$ cat src/rtl/ptw_pte_pkg.sv
// Shared Sv39 PTE types, walk geometry and the PTE classification rule
// used by the page-table walker response path.
package ptw_pte_pkg;

  localparam int PG_LEVELS  = 3;
  localparam int PGIDX_BITS = 9;
  localparam int PPN_W      = 54;

  typedef struct packed {
    logic [PPN_W-1:0] ppn;
    logic [1:0]       rsw;
    logic             d;
    logic             a;
    logic             g;
    logic             u;
    logic             x;
    logic             w;
    logic             r;
    logic             v;
  } pte_t;

  typedef enum logic [1:0] {
    PTE_INVALID    = 2'd0,
    PTE_TABLE      = 2'd1,
    PTE_LEAF       = 2'd2,
    PTE_MISALIGNED = 2'd3
  } pte_kind_e;

  typedef struct packed {
    logic [PPN_W-1:0] ppn;
    logic             d;
    logic             a;
    logic             g;
    logic             u;
    logic             x;
    logic             w;
    logic             r;
    logic             v;
    logic [1:0]       level;
    pte_kind_e        kind;
  } pte_out_t;

  // A superpage leaf at level L must have its low L*pgidx_bits ppn bits clear.
  function automatic pte_kind_e pte_classify(input pte_t pte, input logic [1:0] level,
                                             input int pg_levels = PG_LEVELS,
                                             input int pgidx_bits = PGIDX_BITS);
    pte_kind_e kind;
    int        align_bits;
    logic      low_set;
    align_bits = int'(level) * pgidx_bits;
    low_set    = 1'b0;
    for (int i = 0; i < PPN_W; i++) begin
      if (i < align_bits && pte.ppn[i]) low_set = 1'b1;
    end
    if (int'(level) >= pg_levels || !pte.v || (pte.w && !pte.r)) begin
      kind = PTE_INVALID;
    end else if (!pte.r && !pte.x) begin
      kind = (level == 2'd0) ? PTE_INVALID : PTE_TABLE;
    end else if (level != 2'd0 && low_set) begin
      kind = PTE_MISALIGNED;
    end else begin
      kind = PTE_LEAF;
    end
    return kind;
  endfunction

endpackage

$ cat src/rtl/ptw_skid_buffer.sv
// Generic 2-entry ready/valid skid buffer (main + skid register) with a
// synchronous flush; in_ready is the registered inverse of skid occupancy.
module ptw_skid_buffer #(
  parameter int WIDTH = 8
) (
  input  logic             clk,
  input  logic             rst,
  input  logic             flush,
  input  logic             in_valid,
  output logic             in_ready,
  input  logic [WIDTH-1:0] in_data,
  output logic             out_valid,
  input  logic             out_ready,
  output logic [WIDTH-1:0] out_data
);

  // Handshake: a transfer happens on a side when valid && ready are both high
  // at the rising clock edge; out_data is held stable while out_valid && !out_ready.
  logic             main_valid;
  logic             skid_valid;
  logic [WIDTH-1:0] main_data;
  logic [WIDTH-1:0] skid_data;
  logic             in_fire;
  logic             out_fire;

  assign in_ready  = ~skid_valid;
  assign out_valid = main_valid;
  assign out_data  = main_data;
  assign in_fire   = in_valid & in_ready;
  assign out_fire  = main_valid & out_ready;

  always_ff @(posedge clk or posedge rst) begin
    if (rst) begin
      main_valid <= 1'b0;
      skid_valid <= 1'b0;
      main_data  <= '0;
      skid_data  <= '0;
    end else if (flush) begin
      main_valid <= 1'b0;
      skid_valid <= 1'b0;
    end else if (skid_valid) begin
      if (out_fire) begin
        main_data  <= skid_data;
        skid_valid <= 1'b0;
      end
    end else if (main_valid) begin
      if (out_fire) begin
        main_valid <= in_fire;
        if (in_fire) main_data <= in_data;
      end else if (in_fire) begin
        skid_data  <= in_data;
        skid_valid <= 1'b1;
      end
    end else if (in_fire) begin
      main_data  <= in_data;
      main_valid <= 1'b1;
    end
  end

endmodule

$ cat src/rtl/ptw_pte_unpack.sv
// Registered PTE unpack/classify stage for the page-table walker: splits the
// raw Sv39 word, classifies it, buffers it and counts delivered faults.
module ptw_pte_unpack
  import ptw_pte_pkg::pte_t, ptw_pte_pkg::pte_out_t, ptw_pte_pkg::pte_classify,
         ptw_pte_pkg::PTE_INVALID, ptw_pte_pkg::PTE_MISALIGNED;
#(
  parameter int PG_LEVELS  = 3,
  parameter int PGIDX_BITS = 9,
  parameter int FCNT_W     = 16
) (
  input  logic              clock,
  input  logic              reset,
  input  logic              io_flush,
  input  logic              io_in_valid,
  output logic              io_in_ready,
  input  logic [63:0]       io_in_data,
  input  logic [1:0]        io_in_level,
  output logic              io_out_valid,
  input  logic              io_out_ready,
  output logic [53:0]       io_out_ppn,
  output logic              io_out_d,
  output logic              io_out_a,
  output logic              io_out_g,
  output logic              io_out_u,
  output logic              io_out_x,
  output logic              io_out_w,
  output logic              io_out_r,
  output logic              io_out_v,
  output logic [1:0]        io_out_level,
  output logic [1:0]        io_out_kind,
  output logic [FCNT_W-1:0] io_fault_count
);

  pte_t     pte;
  pte_out_t in_entry;
  pte_out_t out_entry;
  logic     unused_rsw;

  assign pte        = pte_t'(io_in_data);
  assign unused_rsw = ^pte.rsw;

  always_comb begin
    in_entry.ppn   = pte.ppn;
    in_entry.d     = pte.d;
    in_entry.a     = pte.a;
    in_entry.g     = pte.g;
    in_entry.u     = pte.u;
    in_entry.x     = pte.x;
    in_entry.w     = pte.w;
    in_entry.r     = pte.r;
    in_entry.v     = pte.v;
    in_entry.level = io_in_level;
    in_entry.kind  = pte_classify(pte, io_in_level, PG_LEVELS, PGIDX_BITS);
  end

  ptw_skid_buffer #(
    .WIDTH($bits(pte_out_t))
  ) u_skid (
    .clk      (clock),
    .rst      (reset),
    .flush    (io_flush),
    .in_valid (io_in_valid),
    .in_ready (io_in_ready),
    .in_data  (in_entry),
    .out_valid(io_out_valid),
    .out_ready(io_out_ready),
    .out_data (out_entry)
  );

  assign io_out_ppn   = out_entry.ppn;
  assign io_out_d     = out_entry.d;
  assign io_out_a     = out_entry.a;
  assign io_out_g     = out_entry.g;
  assign io_out_u     = out_entry.u;
  assign io_out_x     = out_entry.x;
  assign io_out_w     = out_entry.w;
  assign io_out_r     = out_entry.r;
  assign io_out_v     = out_entry.v;
  assign io_out_level = out_entry.level;
  assign io_out_kind  = out_entry.kind;

  // Deliveries in a flush cycle still count; the counter survives flushes.
  logic fault_fire;
  assign fault_fire = io_out_valid && io_out_ready &&
                      (out_entry.kind == PTE_INVALID || out_entry.kind == PTE_MISALIGNED);

  always_ff @(posedge clock or posedge reset) begin
    if (reset) begin
      io_fault_count <= '0;
    end else if (fault_fire && io_fault_count != {FCNT_W{1'b1}}) begin
      io_fault_count <= io_fault_count + 1'b1;
    end
  end

endmodule

$ cat config.mk
export PLATFORM = sky130hd
export DESIGN_NAME = ptw_pte_unpack
export DESIGN_NICKNAME = d
export VERILOG_FILES = /design/src/rtl/ptw_pte_pkg.sv /design/src/rtl/ptw_skid_buffer.sv /design/src/rtl/ptw_pte_unpack.sv
export SDC_FILE = /design/constraint.sdc
export NUM_CORES = 1
export LEC_CHECK = 0
export BUFFER_PORTS_ARGS = -buffer_cell sky130_fd_sc_hd__buf_2
export CAP_MARGIN = 10
export CORE_MARGIN = 2
export CORE_UTILIZATION = 48
export DETAILED_ROUTE_END_ITERATION = 8
export PLACE_DENSITY_LB_ADDON = 0.1
export RECOVER_POWER = 100
export SKIP_CTS_REPAIR_TIMING = 1
export SKIP_LAST_GASP = 1
export SLEW_MARGIN = 10
export SYNTH_ARGS = -nofsm -noshare
export SYNTH_HDL_FRONTEND = slang
export SYNTH_SLANG_ARGS = --single-unit
$ cat constraint.sdc
create_clock -name clock -period 4.7 [get_ports clock]
set_input_delay 0.94 -clock clock [delete_from_list [all_inputs] [get_ports clock]]
set_output_delay 0.94 -clock clock [all_outputs]
set_load 0.05 [all_outputs]
After elaboration in Yosys (flattened, before gate mapping)

Index checks and enable logic that the tools add are counted.
W data, S select, Z words.

Magnitude comparators: 55
Equality and inequality tests: 5
$add $sub $neg: 1
Bitwise logic cells: 5
Multiplexer cells: 73
Divide/modulo/power cells: 0
$mul: 1
Reductions and logical operators: 71
Shift operators: 0

Operators by type and width:

| cell                    | count |
|---|---|
| $mux W66                | 5 |
| $lt A6 B6 Y1 const A    | 22 |
| $lt A5 B6 Y1 const A    | 16 |
| $mux W1                 | 66 |
| $logic_and A1 B1 Y1     | 60 |
| $lt A4 B6 Y1 const A    | 8 |
| $lt A3 B6 Y1 const A    | 4 |
| $add A16 B1 Y16 const B | 1 |
| $ne A16 B16 Y1 const B  | 1 |
| $lt A1 B6 Y1 const A    | 2 |
| $lt A2 B6 Y1 const A    | 2 |
| $mul A2 B4 Y6 const B   | 1 |
| $ne A2 B2 Y1 const B    | 3 |
| $reduce_and A5 Y1       | 1 |
| $logic_not A2 Y1        | 2 |
| $mux W2                 | 2 |
| $logic_not A1 Y1        | 3 |
| $logic_or A1 B1 Y1      | 3 |
| $not A1 Y1              | 3 |
| $reduce_and A3 Y1       | 1 |
| $and A1 B1 Y1           | 2 |
| $eq A2 B2 Y1 const B    | 1 |
| $ge A2 B2 Y1 const B    | 1 |
| $reduce_bool A2 Y1      | 1 |

ROM bits: 0
Input bits: 71
Memories kept: 0
RAM bits: 0
Flip-flop bits (word level): 150
Logic and storage cells: 216
Bits in latches: 0
Output and inout bits: 84

Longest topological paths before layout

Word-level depth: 65
Depth in mapped cells: 7
Depth with buffers taken out: 5

Cells and area by module

From an unflattened synthesis, not the netlist that was laid out.

Cell total of the unflattened synthesis: 457
Area total of the unflattened synthesis: 6750.2 µm²

Modules (own cells, without submodules):

| module          | cells an instance | area an instance (µm²) | seq. area each (µm²) | instances |
|---|---|---|---|---|
| ptw_skid_buffer | 365               | 5830.6                 | 3353.2               | 1 |
| ptw_pte_unpack  | 92                | 919.6                  | 400.4                | 1 |

Worst setup path before layout

No wires, ideal clock.

Path type: input to register
Start point: input io_out_ready
End point: register u_skid.skid_data[42]
Stages: 5
Library setup time: 0.125 ns
Setup slack: 2.417 ns
Arrival time: 2.158 ns
Data required time: 4.575 ns
Path through: or4b_1 clkbuf_1 buf_6 buf_6 mux2_4

Longest elaborated chain between the ends: 3

RTL lines:

| what                        | line                  | text |
|---|---|---|
| from (decl)                 | ptw_pte_unpack.sv:19  | `input logic io_out_ready,` |
| $and A1 B1 Y1               | ptw_skid_buffer.sv:30 | `assign out_fire = main_valid & out_ready;` |
| $not A1 Y1 (no line)        | --                    |  |
| $reduce_and A5 Y1 (no line) | --                    |  |
| to (signal assigned)        | ptw_skid_buffer.sv:51 | `skid_data <= in_data;` |
| to (decl)                   | ptw_skid_buffer.sv:22 | `logic [WIDTH-1:0] skid_data;` |

No other way between the ends.
A chain may end at the register's enable or synchronous reset.

Final worst setup path

Start point: register u_skid.skid_valid
End point: output io_in_ready

Longest elaborated chain between the ends: 1

RTL lines:

| what                   | line                  | text |
|---|---|---|
| from (decl)            | ptw_skid_buffer.sv:20 | `logic skid_valid;` |
| from (signal assigned) | ptw_skid_buffer.sv:35 | `skid_valid <= 1'b0;` |
| from (signal assigned) | ptw_skid_buffer.sv:40 | `skid_valid <= 1'b0;` |
| from (signal assigned) | ptw_skid_buffer.sv:44 | `skid_valid <= 1'b0;` |
| $not A1 Y1 (no line)   | --                    |  |
| to (decl)              | ptw_pte_unpack.sv:15  | `output logic io_in_ready,` |

No other way between the ends.

==> flow_summary.yaml <==
floorplan:
  die_y_um: 120.4
  rows: 42
  core_um2: 13240
  fp.dieW_um: 120.4
  ioPinCount: 155
  initial_utilization_pct: 49.08
  fp.dieArea_um2: 14490
timing:
  min_period_over_period_pct: 76.44
  setup_viol: 0
  rsz0062_at_grt: "false"
  max-slew-margin-rel_pct: -30.71
  slew_violations: 141
  tightest_slew_ps: 1961
  fmax_mhz: 278.3
  finalCriticalPeriod_ps: 3593
  hold_violations: 0
  fin_setup_tns_ps: 0
  fin_worst_skew_ps: 8.096
setup_path:
  path_class: "reg2out"
  regToRegSetupSlack_ps: 1490
  crit_path_start_kind: "flop"
  critPathArrivalTime_ps: 2650
  path_max_fanout: 57
  cp-end-kind: "primary output"
  critPathRequiredTime_ps: 3760
cts:
  htreeDepth: 4
  root_buffer: "clkbuf_16"
  clk_latency_ps: 410
  cts_tree: "built"
  cts.reportedPaths.clkPinSlew_ps: 60
  numCtsBuffers: 17
  clkSinkCount: 150
  cts_buffer_depth: 2
global_routing:
  antenna_found_initial: 0
  grt_max_degree: 133
  grt_overflow: 0
  gr-usage-all-layers_pct: 19.69
  grt_pass1_vias: 4512
  grt_pass1_wl_mm: 22.49
drt:
  via_count: 4449
  ant_nets: 0
  routed_wl_mm: 13.55
  vias_per_cell: 5.155
  first_pass_iters: 4
  initialDrtViolationCount: 242
  drc: 0
  wire_per_inst_um: 15.70
yosys:
  synth_cells: 532
  yosys.area.top_type: "dfrtp_1"
  yosysTopAreaCellShare_pct: 57.75
  seq_area_frac_synth_pct: 57.75
  ys.warnings.count: 0
  ys_seq_elements: 150
  synth_nets: 604
  ys_top_cells_by_area: "dfrtp_1 (58%), mux2i_1 (9.9%), mux2_2 (8.7%)"
  synth_cell_types: 42
  syn-cell-area_um2: 6500
  syn_avg_cell_area_um2: 12.22
pwr:
  peakVddDrop_uv: 296.9
  power_density_nw_per_um2: 527.4
  leakage_nw: 3.318
finish:
  drive_gt1_share_pct: 21.83
  antenna_cells: 0
  final_cell_mix: "dfrtp_1 (150), clkbuf_1 (93), nor2_1 (72)"
  mostFrequentLayoutCell: "dfrtp_1"
  fin_nets: 748
  syn2layout_area_growth_pct: 18.61
  fin_area_um2: 7710
  final_core_util_pct: 58.22
placed_design:
  dp_hpwl_mm: 8.696
  numPortBuffers: 152
  placed_cell_area_um2: 7400
  place_congestion: 0.7817
outcome:
  status: "complete, but fails checks"
  violations: "max-capacitance violations, max-slew violations"
worst_hold_path:
  min-delay-path-class: "reg2reg"
job:
  maxCapViolCount: 3
## power breakdown
part           internal [mW]  leakage [nW]  switching (mW)
clock                  0.679         0.241           0.484
sequential              1.60          1.79           0.176
combinational          0.310          1.29           0.821
## path summary, 6_finish.rpt
check / startpoint / to / cells after the start
setup / recovery: u_skid.skid_valid$_DFF_PP0_ / io_in_ready / 3
max in group asynchronous: reset / u_skid.skid_data[3]$_DFFE_PP0P_ / 3
setup reg to reg: u_skid.skid_valid$_DFF_PP0_ / u_skid.skid_data[63]$_DFFE_PP0P_ / 3
hold reg to reg: u_skid.skid_data[1]$_DFFE_PP0P_ / u_skid.skid_data[1]$_DFFE_PP0P_ / 2
hold / removal: u_skid.skid_data[1]$_DFFE_PP0P_ / u_skid.skid_data[1]$_DFFE_PP0P_ / 2
min in group asynchronous: reset / u_skid.out_data[49]$_DFFE_PP0P_ / 2
## through the flow
| step | power, mW | hold WS (ps) | setup WS, ps | cells |
|---|---|---|---|---|
| after CTS | 4.172 | 483.6 | 1536 | 863 |
| after floorplan | 2.681 | 447.9 | 1871 | 532 |
| after global placement | 2.948 | 463.5 | 1971 | 833 |
| after global routing | 4.272 | 511.3 | 896.8 | 863 |
| final | 4.066 | 485.8 | 1107 | 863 |
| after detailed placement | 2.997 | 470.8 | 1986 | 833 |
## layer usage
metal  GRT usage (%)  part of all wire (%)  up-vias
met3           5.708                   5.9       17
met4           7.558                   1.7        0
met2           30.86                    47      113
met1           25.99                    46     2171
met5               0                     0        -
li1                -                     -     2148
## logic make-up (layout without fill, tap and decap cells)
| logic type | count (synthesis) | after routing | share of synthesized area, % |
|---|---|---|---|
| compound gates | 78 | 78 | 6.583 |
| mux | 130 | 130 | 21.87 |
| flops | 150 | 150 | 57.75 |
| buf+inv | 34 | 189 | 2.560 |
| simple gates | 124 | 124 | 9.028 |
| xor+xnor | 15 | 15 | 2.021 |
| fa+ha+maj | 1 | 1 | 0.1925 |
## worst max-delay path, cell delays in order, from the launching register on
cell and delay [ps]:
dfrtp_1 940, buf_4 880, inv_1 90, clkbuf_1 320
## cells in the mapped netlist (all sizes together)
cell / n
buf: 19
nand2: 11
and4: 1
o211ai: 2
mux2: 66
o21ba: 1
a211oi: 2
or4b: 1
a21oi: 66
nand3: 6
a41oi: 1
o2111a: 1
o21ai: 2
o31ai: 1
xor2: 15
or4: 2
nor2: 72
nor4b: 2
nand2b: 2
nand4: 5
nor4: 4
a21boi: 1
mux2i: 64
nor2b: 1
nor3: 10
inv: 3
or3: 1
ha: 1
clkbuf: 12
or2: 3
dfrtp: 150
nor3b: 3
o21a: 1
## area by class of cell
type,instances,area [um^2]
fillers,1221,5533
multi-input cells,348,2525
clock buffers,25,465.4
flip-flops and latches,150,3754
well taps,176,220.2
repair buffers,156,705.7
clock inverters,5,27.53
inverters,3,12.51
## registers in the layout, summed over array words and instances (netlist names)
register           count
io_fault_count        16
u_skid.out_valid       1
u_skid.skid_valid      1
u_skid.out_data       66
u_skid.skid_data      66
(Power assumes the default switching activity.)
